===== src/rtl/mem_port_arbiter.sv =====
`default_nettype none
// ============================================================================
// Module      : mem_port_arbiter
// Description : Shares one memory port between instruction fetch and the LSU,
//               one outstanding transaction, LSU priority with a fetch streak
//               limiter. Optional watchdog enabled by defining ARB_TIMEOUT_EN.
// Revision    : 1.0  initial release
// ============================================================================
module mem_port_arbiter #(
  parameter int unsigned DATA_STREAK_MAX = 4,
  parameter int unsigned TIMEOUT_CYCLES  = 64
) (
  input  logic        clk,
  input  logic        reset,
  input  logic        run,
  input  logic        flush_i,
  input  logic        if_req_i,
  input  logic [31:0] if_addr_i,
  output logic        if_gnt_o,
  output logic        if_rvalid_o,
  output logic [31:0] if_rdata_o,
  input  logic        ls_req_i,
  input  logic        ls_we_i,
  input  logic [3:0]  ls_be_i,
  input  logic [31:0] ls_addr_i,
  input  logic [31:0] ls_wdata_i,
  output logic        ls_gnt_o,
  output logic        ls_rvalid_o,
  output logic [31:0] ls_rdata_o,
  output logic        mem_req_o,
  output logic        mem_we_o,
  output logic [3:0]  mem_be_o,
  output logic [31:0] mem_addr_o,
  output logic [31:0] mem_wdata_o,
  input  logic        mem_gnt_i,
  input  logic        mem_rvalid_i,
  input  logic [31:0] mem_rdata_i,
  output logic        busy_o,
  output logic        error_o
);

  typedef enum logic [1:0] {
    ST_IDLE = 2'd0,
    ST_REQ  = 2'd1,
    ST_RSP  = 2'd2
  } state_e;

  localparam logic       OWNER_LS   = 1'b0;
  localparam logic       OWNER_IF   = 1'b1;
  localparam logic [3:0] STREAK_MAX = 4'(DATA_STREAK_MAX);

  if (DATA_STREAK_MAX < 1 || DATA_STREAK_MAX > 15 || TIMEOUT_CYCLES < 2) begin : g_param_check
    $error("mem_port_arbiter: DATA_STREAK_MAX or TIMEOUT_CYCLES out of range");
  end

  state_e      state_q, state_d;
  logic        owner_q, owner_d;
  logic        kill_q, kill_d;
  logic [3:0]  streak_q, streak_d;
  logic        mem_we_q, mem_we_d;
  logic [3:0]  mem_be_q, mem_be_d;
  logic [31:0] mem_addr_q, mem_addr_d;
  logic [31:0] mem_wdata_q, mem_wdata_d;

  logic        sel_ls;
  logic        sel_if;
  logic        timeout_hit;
  logic        rsp_fire;

  // Grants only in IDLE with run high; reset also masks them so outputs stay quiet.
  always_comb begin
    sel_ls = 1'b0;
    sel_if = 1'b0;
    if (state_q == ST_IDLE && run && !reset) begin
      sel_ls = ls_req_i && !(if_req_i && streak_q == STREAK_MAX);
      sel_if = if_req_i && !sel_ls;
    end
  end

  always_comb begin
    state_d     = state_q;
    owner_d     = owner_q;
    kill_d      = kill_q;
    streak_d    = streak_q;
    mem_we_d    = mem_we_q;
    mem_be_d    = mem_be_q;
    mem_addr_d  = mem_addr_q;
    mem_wdata_d = mem_wdata_q;

    case (state_q)
      ST_IDLE: begin
        kill_d = 1'b0;
        if (!if_req_i) begin
          streak_d = 4'd0;
        end
        if (sel_ls) begin
          owner_d     = OWNER_LS;
          mem_we_d    = ls_we_i;
          mem_be_d    = ls_be_i;
          mem_addr_d  = ls_addr_i;
          mem_wdata_d = ls_wdata_i;
          state_d     = ST_REQ;
          if (if_req_i && streak_q != 4'hF) begin
            streak_d = streak_q + 4'd1;
          end
        end else if (sel_if) begin
          owner_d     = OWNER_IF;
          mem_we_d    = 1'b0;
          mem_be_d    = 4'hF;
          mem_addr_d  = if_addr_i;
          mem_wdata_d = 32'h0;
          state_d     = ST_REQ;
          streak_d    = 4'd0;
          kill_d      = flush_i;
        end
      end
      ST_REQ: begin
        if (flush_i && owner_q == OWNER_IF) begin
          kill_d = 1'b1;
        end
        if (mem_gnt_i) begin
          state_d = ST_RSP;
        end
      end
      ST_RSP: begin
        if (flush_i && owner_q == OWNER_IF) begin
          kill_d = 1'b1;
        end
        if (mem_rvalid_i) begin
          state_d = ST_IDLE;
          kill_d  = 1'b0;
        end
      end
      default: begin
        state_d = ST_IDLE;
      end
    endcase

    if (timeout_hit) begin
      state_d = ST_IDLE;
      kill_d  = 1'b0;
    end
  end

  always_ff @(posedge clk) begin
    if (reset) begin
      state_q     <= ST_IDLE;
      owner_q     <= OWNER_LS;
      kill_q      <= 1'b0;
      streak_q    <= 4'd0;
      mem_we_q    <= 1'b0;
      mem_be_q    <= 4'h0;
      mem_addr_q  <= 32'h0;
      mem_wdata_q <= 32'h0;
    end else begin
      state_q     <= state_d;
      owner_q     <= owner_d;
      kill_q      <= kill_d;
      streak_q    <= streak_d;
      mem_we_q    <= mem_we_d;
      mem_be_q    <= mem_be_d;
      mem_addr_q  <= mem_addr_d;
      mem_wdata_q <= mem_wdata_d;
    end
  end

`ifdef ARB_TIMEOUT_EN
  localparam int unsigned WD_W = $clog2(TIMEOUT_CYCLES);

  logic [WD_W-1:0] wd_q, wd_d;
  logic            error_q, error_d;

  // A real response on the last allowed cycle takes precedence over the watchdog.
  assign timeout_hit = (state_q != ST_IDLE) && (wd_q == WD_W'(TIMEOUT_CYCLES - 1)) &&
                       !(state_q == ST_RSP && mem_rvalid_i);

  always_comb begin
    wd_d    = '0;
    error_d = error_q;
    if (state_q != ST_IDLE) begin
      wd_d = wd_q + 1'b1;
    end
    if (timeout_hit) begin
      wd_d    = '0;
      error_d = 1'b1;
    end
  end

  always_ff @(posedge clk) begin
    if (reset) begin
      wd_q    <= '0;
      error_q <= 1'b0;
    end else begin
      wd_q    <= wd_d;
      error_q <= error_d;
    end
  end

  assign error_o = error_q;
`else
  assign timeout_hit = 1'b0;
  assign error_o     = 1'b0;
`endif

  assign rsp_fire    = (state_q == ST_RSP && mem_rvalid_i) || timeout_hit;

  assign if_gnt_o    = sel_if;
  assign ls_gnt_o    = sel_ls;
  assign if_rvalid_o = rsp_fire && owner_q == OWNER_IF && !kill_q;
  assign ls_rvalid_o = rsp_fire && owner_q == OWNER_LS;
  assign if_rdata_o  = timeout_hit ? 32'h0 : mem_rdata_i;
  assign ls_rdata_o  = timeout_hit ? 32'h0 : mem_rdata_i;

  assign mem_req_o   = (state_q == ST_REQ);
  assign mem_we_o    = mem_we_q;
  assign mem_be_o    = mem_be_q;
  assign mem_addr_o  = mem_addr_q;
  assign mem_wdata_o = mem_wdata_q;
  assign busy_o      = (state_q != ST_IDLE);

endmodule
`default_nettype wire


===== config.mk =====
export PLATFORM = sky130hd
export DESIGN_NAME = mem_port_arbiter
export DESIGN_NICKNAME = d
export VERILOG_FILES = /design/src/rtl/mem_port_arbiter.sv
export SDC_FILE = /design/constraint.sdc
export NUM_CORES = 1
export LEC_CHECK = 0
export CAP_MARGIN = 20
export CORE_AREA = 2 2 108 110
export DETAILED_ROUTE_END_ITERATION = 16
export DIE_AREA = 0 0 110 112
export DONT_BUFFER_PORTS = 1
export HOLD_SLACK_MARGIN = 0.02
export PLACE_DENSITY = 0.53
export SETUP_SLACK_MARGIN = 0.15
export SYNTH_ARGS = -nofsm -noshare
export SYNTH_HDL_FRONTEND = slang
export SYNTH_SLANG_ARGS = --single-unit

===== constraint.sdc =====
create_clock -name clk -period 1.95 [get_ports clk]
set_input_delay 0.2925 -clock clk [delete_from_list [all_inputs] [get_ports clk]]
set_output_delay 0.2925 -clock clk [all_outputs]
set_load 0.03 [all_outputs]

### Word level (Yosys, flattened, before mapping)

Index checks and enable logic that the tools add are counted.

* bits in registers: 77
* bits of input ports: 141

* add/sub/neg operators: 1
* eq/ne operators: 7
* mux-type cells: 26
* bitwise gates (word level): 1
* reductions and logical operators: 21

Operator list (count)
* 32-bit two-way mux: 4
* 4-bit two-way mux: 6
* 1-bit logical AND: 11
* 1-bit two-way mux: 10
* 2-bit two-way mux: 4
* 2-bit case mux with 3 select lines: 1
* 4-bit by 1-bit adder with 4-bit output, second input constant: 1
* 4-bit by 3-bit equality test with 1-bit output, second input constant: 1
* 1-bit logical NOT: 4
* 4-bit inequality test, second input constant: 1
* 2-bit nonzero test: 2
* 3-bit inequality test, second input constant: 1
* 1-bit case mux with 3 select lines: 1
* 3-bit AND reduction: 1
* 3-bit nonzero test: 1
* 2-bit by 1-bit equality test with 1-bit output, second input constant: 1
* 2-bit equality test, second input constant: 1
* 2-bit logical NOT: 1
* 2-bit by 1-bit inequality test with 1-bit output, second input constant: 1
* 2-bit inequality test, second input constant: 1
* 2-bit AND reduction: 1
* 1-bit NOT: 1

### Longest topological paths before layout

Gate-level depths: netlist of the first run.

* depth after elaboration: 10
* mapped depth: 9

### Worst setup path before layout of the first run

OpenSTA, ideal clock, no wires.

* path type: reg2reg
* from: reg state_q[0]
* to: reg kill_q
* arrival: 1969 ps
* data required time: 1871 ps
* slack: -98 ps
* cell stages (with the launch flop): 7
* cells stage by stage: dfxtp_1 -> inv_1 -> ha_1 -> nand3b_1 -> a211oi_1 -> a311oi_1 -> nor3_1

* longest elaborated chain between the ends: 7
* elaborated cells between the ends (all ways): 11
* classes of those cells: eq/ne: 2; mux: 5; reduce/logical: 4

RTL lines
* start, declared: line 56 `state_e state_q, state_d;`
* start signal, assigned: line 156 `state_q <= state_d;`
* 2-bit logical NOT: line 74 `if (state_q == ST_IDLE && run && !reset) begin`
* 1-bit logical AND (2 in series): line 74
* 1-bit two-way mux: line 74
* named net if_gnt_o: line 19 `output logic if_gnt_o,`
* 1-bit two-way mux: line 106 `end else if (sel_if) begin`
* 1-bit two-way mux: line 96 `if (sel_ls) begin`
* 1-bit case mux with 3 select lines: line 90 `case (state_q)`
* end signal, assigned: line 158 `kill_q <= kill_d;`
* end, declared: line 58 `logic kill_q, kill_d;`

The timed path passes the listed nets, and every way through them passes these cells.
A chain may end at the register's enable or synchronous reset.

### Worst setup path after layout of the first run

* from: reg streak_q[1]
* to: out if_gnt_o

* longest elaborated chain between the ends: 7

RTL lines
* start, declared: line 59 `logic [3:0] streak_q, streak_d;`
* start signal, assigned: line 159 `streak_q <= streak_d;`
* 4-bit by 3-bit equality test with 1-bit output: line 75 `sel_ls = ls_req_i && !(if_req_i && streak_q == STREAK_MAX);`
* 1-bit logical AND: line 75
* 1-bit logical NOT: line 75
* 1-bit logical AND: line 75
* 1-bit logical NOT: line 76 `sel_if = if_req_i && !sel_ls;`
* 1-bit logical AND: line 76
* 1-bit two-way mux: line 74
* end, declared: line 19

Every way passes these cells.

==> flow_summary.json, run 1 <==
{
  "hp-class": "in2reg",
  "grt_max_degree": 69,
  "crit_fanout": 2,
  "grt_usage_pct": 14.2,
  "via_count": 2792,
  "dp_hpwl_mm": 6.12,
  "core_area_um2": 11200,
  "gp_congestion": 0.753,
  "crit_type": "reg2out",
  "status": "complete, no violations",
  "fill_cells": 1140,
  "drt_iter0_markers": 100,
  "fin_area_um2": 3950,
  "synth_cells": 426,
  "viasPerCell": 5.36,
  "htree_num_levels": 3,
  "die_h_um": 112,
  "pin_count": 281,
  "nNetsFinal": 521,
  "synth-seq-cells": 77,
  "rsz0062_at_grt": "true",
  "cts_tree": "built",
  "hold_ws_ns": 0.0428,
  "finalMaxSlewViolations": 0,
  "fmax_mhz": 566,
  "diodes": 0,
  "setup_ws_ns": 0.185,
  "pre_cts_slack_ns": 0.0134,
  "io_buffers": 0,
  "drv_cap": 0,
  "routedWlPerCell_um": 17.6,
  "avgSynthCellArea_um2": 8.57,
  "grt_pass1_vias": 2713,
  "area_growth_pct": 8.12,
  "critPathCaptureType": "output pin",
  "power_density_nw_per_um2": 1220,
  "hold_violations": 0,
  "cp-start-kind": "register",
  "tns_ns": 0,
  "path_clk_slew_ns": 0.07,
  "rows": 39,
  "antenna_found_initial": 0,
  "ant_nets": 0,
  "seqCellArea_um2": 1550,
  "drc": 0,
  "clk_latency_ns": 0.33,
  "cts.sinks": 77,
  "ys_warn_count": 0,
  "final_cells": 521,
  "seq_area_frac_synth_pct": 42.2,
  "die_area_um2": 12300,
  "fp.dieW_um": 110,
  "place_area_um2": 3310,
  "start_util_pct": 32.7,
  "grt_pass1_wl_mm": 13.5,
  "clockRootBuffer": "clkbuf_16",
  "finalClockSkew_ns": 0.00834,
  "critPathArrivalTime_ns": 1.47,
  "power_mw": 4.83,
  "dpl.cell_count": 486,
  "multi_input_area_um2": 1540,
  "firstDrtPassIters": 4,
  "finalCoreUtilization_pct": 35.3,
  "synth_cell_types": 37,
  "finalWirelength_mm": 9.17,
  "finalCritPeriodShare_pct": 90.5,
  "drive_gt1_share_pct": 18.5,
  "setup_viol": 0,
  "syn_nets": 574,
  "worstPathRequired_ns": 1.66,
  "leakagePower_nw": 1.44,
  "fin_crit_ns": 1.77,
  "numCtsBuffers": 9,
  "ir_drop_v": 0.000433,
  "cts_buffer_depth": 2,
  "synthesis.area_um2": 3650,
  "grt_overflow": 0
}
## synthesized netlist by cell type, drive strengths merged
library cell  instances  area, µm²
ha                    7       87.6
nand4                 2       12.5
and3                  1       6.26
o2bb2ai               2       17.5
a21oi                 3       15.0
and3b                 1       8.76
nor3b                 1       7.51
clkbuf               10       37.5
dfxtp                77       1540
a211oi                2       15.0
mux2i                 1       10.0
conb                  1       3.75
a31oi                 2       12.5
o211a                 1       10.0
buf                  83        611
a22o                 12        105
nor4                  1       6.26
o22ai                 4       25.0
nor3                  2       10.0
inv                  10       37.5
a2bb2oi               1       8.76
o21ai                 4       20.0
nor2b                 3       18.8
a311o                 1       10.0
a32oi                 1       8.76
nand3                 1       10.0
a22oi                21        158
a311oi               34        298
nor2                 64        243
nand4b                1       8.76
nand3b                1       7.51
nand2b                6       37.5
nand2                65        244
## cells in the final DEF, fill, tap and decap left out, types with 3 or more instances in the layout
| cell | instances |
|---|---|
| a22oi_1 | 15 |
| ha_1 | 5 |
| clkbuf_16 | 9 |
| o22ai_1 | 4 |
| a311oi_1 | 30 |
| dlygate4sd3_1 | 3 |
| nor2b_1 | 3 |
| buf_6 | 3 |
| buf_4 | 17 |
| a21oi_1 | 3 |
| nand2_1 | 65 |
| a311oi_2 | 4 |
| nor2_1 | 61 |
| nand2b_1 | 6 |
| dfxtp_1 | 73 |
| a22o_1 | 12 |
| a22oi_2 | 6 |
| inv_6 | 3 |
| inv_1 | 5 |
| buf_12 | 4 |
| o21ai_0 | 3 |
## area by class of cell
cell class,instances,share of cell area [%]
Clock buffer,9,5.70
Tap cell,143,4.53
Multi-Input combinational cell,246,38.9
Timing Repair Buffer,29,8.27
Sequential cell,77,39.3
Clock inverter,7,2.09
Inverter,10,1.20
## logic make-up (layout without fill, tap and decap cells)
family                   Yosys count  in the layout  share of synthesized area (%)
flip-flops                        77             77                           42.2
multiplexers                       1              1                          0.274
AO/OA/AOI/OAI                     88             88                           19.3
other                              1              1                          0.103
adder cells (fa/ha/maj)            7              7                           2.40
AND/OR/NAND/NOR                  149            149                           17.0
buffers and inverters            103             55                           18.8
## state kept, by name, indices dropped and copies added, names as in the netlist
name	cells
mem_wdata_o	32
streak_q	4
mem_be_o	4
owner_q	1
state_q	2
mem_we_o	1
mem_addr_o	32
kill_q	1
## what timing repair did
item                                   in CTS  in global routing
pin swaps                                   7                  7
buffers inserted                           13                  1
endpoints found under the hold margin       4                  3
hold buffers                                2                  1
setup endpoints to repair                  48                 54
gates cloned                                3                  0
gates resized for setup                    15                 23
## path summary, 6_finish.rpt
path,start,endpoint,slack [ns],depth (start not counted)
worst max-delay path,streak_q[1],if_gnt_o,0.18,5
worst min register to register,kill_q,kill_q,0.51,2
worst max register to register,streak_q[1],mem_addr_o[16],0.23,9
worst min-delay path,reset,streak_q[2],0.04,1
## power breakdown
group / switching, mW / total (mW) / internal, mW
clock network: 0.707 / 1.72 / 1.01
logic: 0.488 / 0.884 / 0.396
registers: 0.463 / 2.22 / 1.76
## layer usage
layer	vias to the layer above	GRT usage (%)	wire, µm
met5	-	0	0
met4	0	5.91	214
met3	20	7.55	948
met2	148	24.0	4500
met1	1316	14.4	3500
li1	1308	-	-
## worst max-delay path, stage by stage, from the launching register on
cell and delay, ns:
dfxtp_2 0.32, inv_2 0.07, ha_4 0.12, nand4b_1 0.15
a211oi_2 0.28, buf_4 0.20
(Power assumes the default switching activity.)
==> run 2: changes to the inputs <==
--- a/config.mk
+++ b/config.mk
@@ -12,6 +12,7 @@
 export DONT_BUFFER_PORTS = 1
 export HOLD_SLACK_MARGIN = 0.02
 export PLACE_DENSITY = 0.53
+export RECOVER_POWER = 100
 export SETUP_SLACK_MARGIN = 0.15
 export SYNTH_ARGS = -nofsm -noshare
 export SYNTH_HDL_FRONTEND = slang
==> run 2 against run 1 <==
Non-clock buffer count unchanged. Hold slack improved by 0.0034 ns. Sequential power about the same. Routed wire length about the same. Maximum frequency decreased by 2.8%. Clock skew about the same. Setup slack got worse by 0.050 ns. Clock power about the same. Combinational power decreased by 3.6%. Core utilization decreased by 0.82 points. Highest routed layer unchanged.
==> flow_summary.json, run 2 (synthesis gave the netlist of run 1 again) <==
{
  "slew_headroom_pct": 63.8,
  "cts_buffer_depth": 2,
  "rsz0062_at_grt": "true",
  "grt_pass1_wl_mm": 13.5,
  "p_clk_share_pct": 35.8,
  "die_area_um2": 12300,
  "cts.sinks": 77,
  "met2_usage_pct": 24.0,
  "cp-start-kind": "register",
  "path_clk_slew_ns": 0.06,
  "reg2reg_from": "streak_q[0]",
  "clockRootBuffer": "clkbuf_16",
  "final_common_cell": "dfxtp_1",
  "holdPathStages": 1,
  "setup_viol": 0,
  "nNetsFinal": 521,
  "drive_gt1_share_pct": 14.8,
  "combPwrFrac_pct": 17.8,
  "critPathCaptureType": "output pin",
  "seqPwrFrac_pct": 46.4,
  "hp-class": "in2reg",
  "power_mw": 4.79,
  "worstHoldStart": "reset",
  "via_count": 2763,
  "p_sw_mw": 1.64,
  "grt_max_degree": 69,
  "drv_cap": 0,
  "finalMaxSlewViolations": 0,
  "rows": 39,
  "die_h_um": 112,
  "crit_type": "reg2out",
  "drc": 0,
  "finalWirelength_mm": 9.17,
  "final_cells": 521,
  "status": "complete, no violations",
  "finalCritPeriodShare_pct": 93.1,
  "tns_ns": 0,
  "antenna_found_initial": 0,
  "sw_frac_of_total_pct": 34.2,
  "cp-startpoint": "streak_q[0]",
  "fmax_mhz": 551,
  "leakagePower_nw": 1.42,
  "clk_latency_ns": 0.33,
  "place_area_um2": 3310,
  "cts_tree": "built",
  "hold_ws_ns": 0.0462,
  "fin_area_um2": 3860,
  "dpl.cell_count": 486,
  "internal_power_mw": 3.15,
  "grt_pass1_vias": 2713,
  "power_density_nw_per_um2": 1240,
  "grt_usage_pct": 14.2,
  "hold_violations": 0,
  "viasPerCell": 5.30,
  "grt_util_met1_pct": 14.4,
  "core_area_um2": 11200,
  "gp_congestion": 0.753,
  "dp_hpwl_mm": 6.12,
  "worstPathRequired_ns": 1.66,
  "htree_num_levels": 3,
  "area_growth_pct": 5.62,
  "numCtsBuffers": 9,
  "firstDrtPassIters": 4,
  "grt_use_met3_pct": 7.55,
  "fp.dieW_um": 110,
  "worst-slew-pin-transition_ns": 0.541,
  "drt_iter0_markers": 91,
  "crit_fanout": 6,
  "diodes": 0,
  "r2r_cells": 8,
  "pin_count": 281,
  "io_buffers": 0,
  "fin_crit_ns": 1.82,
  "start_util_pct": 32.7,
  "ant_nets": 0,
  "finalClockSkew_ns": 0.00799,
  "grt_overflow": 0,
  "critPathArrivalTime_ns": 1.52,
  "ir_drop_v": 0.000433,
  "top_usage_layer": "met2",
  "final_cell_mix": "dfxtp_1 (74), nand2_1 (65), nor2_1 (62)",
  "routedWlPerCell_um": 17.6
}
==> run 2: path summary, 6_finish.rpt <==
check / endpoint / slack (ns)
min reg2reg: kill_q / 0.51
max reg2reg: streak_q[1] / 0.17
max: ls_gnt_o / 0.13
min: mem_wdata_o[22] / 0.05
==> run 2: stage by stage <==
stage	worst slack (ns)	util, %
6_report	0.135	34.5
4_1_cts	0.154	34.7
5_1_grt	0.0620	34.5
3_5_place_dp	0.0134	29.6
2_1_floorplan	0.220	-
3_3_place_gp	0.145	29.6
==> run 2: power by group through the flow <==
stage	clock network [mW]	registers, mW	logic (mW)
detailed placement	0	2.25	0.715
finish	1.71	2.22	0.852
floorplan	0	2.20	0.850
global placement	0	2.24	0.693
CTS	1.77	2.22	0.858
global route	1.85	2.25	0.950
==> run 2: what timing repair did <==
action | in CTS | in global routing
hold endpoints to repair | 4 | 3
hold buffers | 2 | 1
resized for setup | 15 | 23
buffers inserted | 13 | 1
cloned | 3 | 0
endpoints found under the setup margin | 48 | 54
pin swaps | 7 | 7
==> run 2: critical path, stage by stage, from the launching register on <==
cell	delay (ns)
dfxtp_1	0.34
inv_1	0.07
ha_1	0.18
nand4b_1	0.14
buf_4	0.15
nand3_4	0.08
inv_6	0.09
buf_12	0.14
==> run 2: routing by layer <==
layer | routed length (µm) | vias up
met4 | 239 | 0
met2 | 4530 | 139
li1 | - | 1306
met5 | 0 | -
met1 | 3470 | 1297
met3 | 924 | 21
==> run 2: final cells by class <==
class	count	area (µm²)
timing repair buffer	29	302
sequential	77	1550
multi-input combinational	246	1470
inverter	10	47.5
fill	1151	7320
clock buffer	9	225
tap	143	179
clock inverter	7	82.6
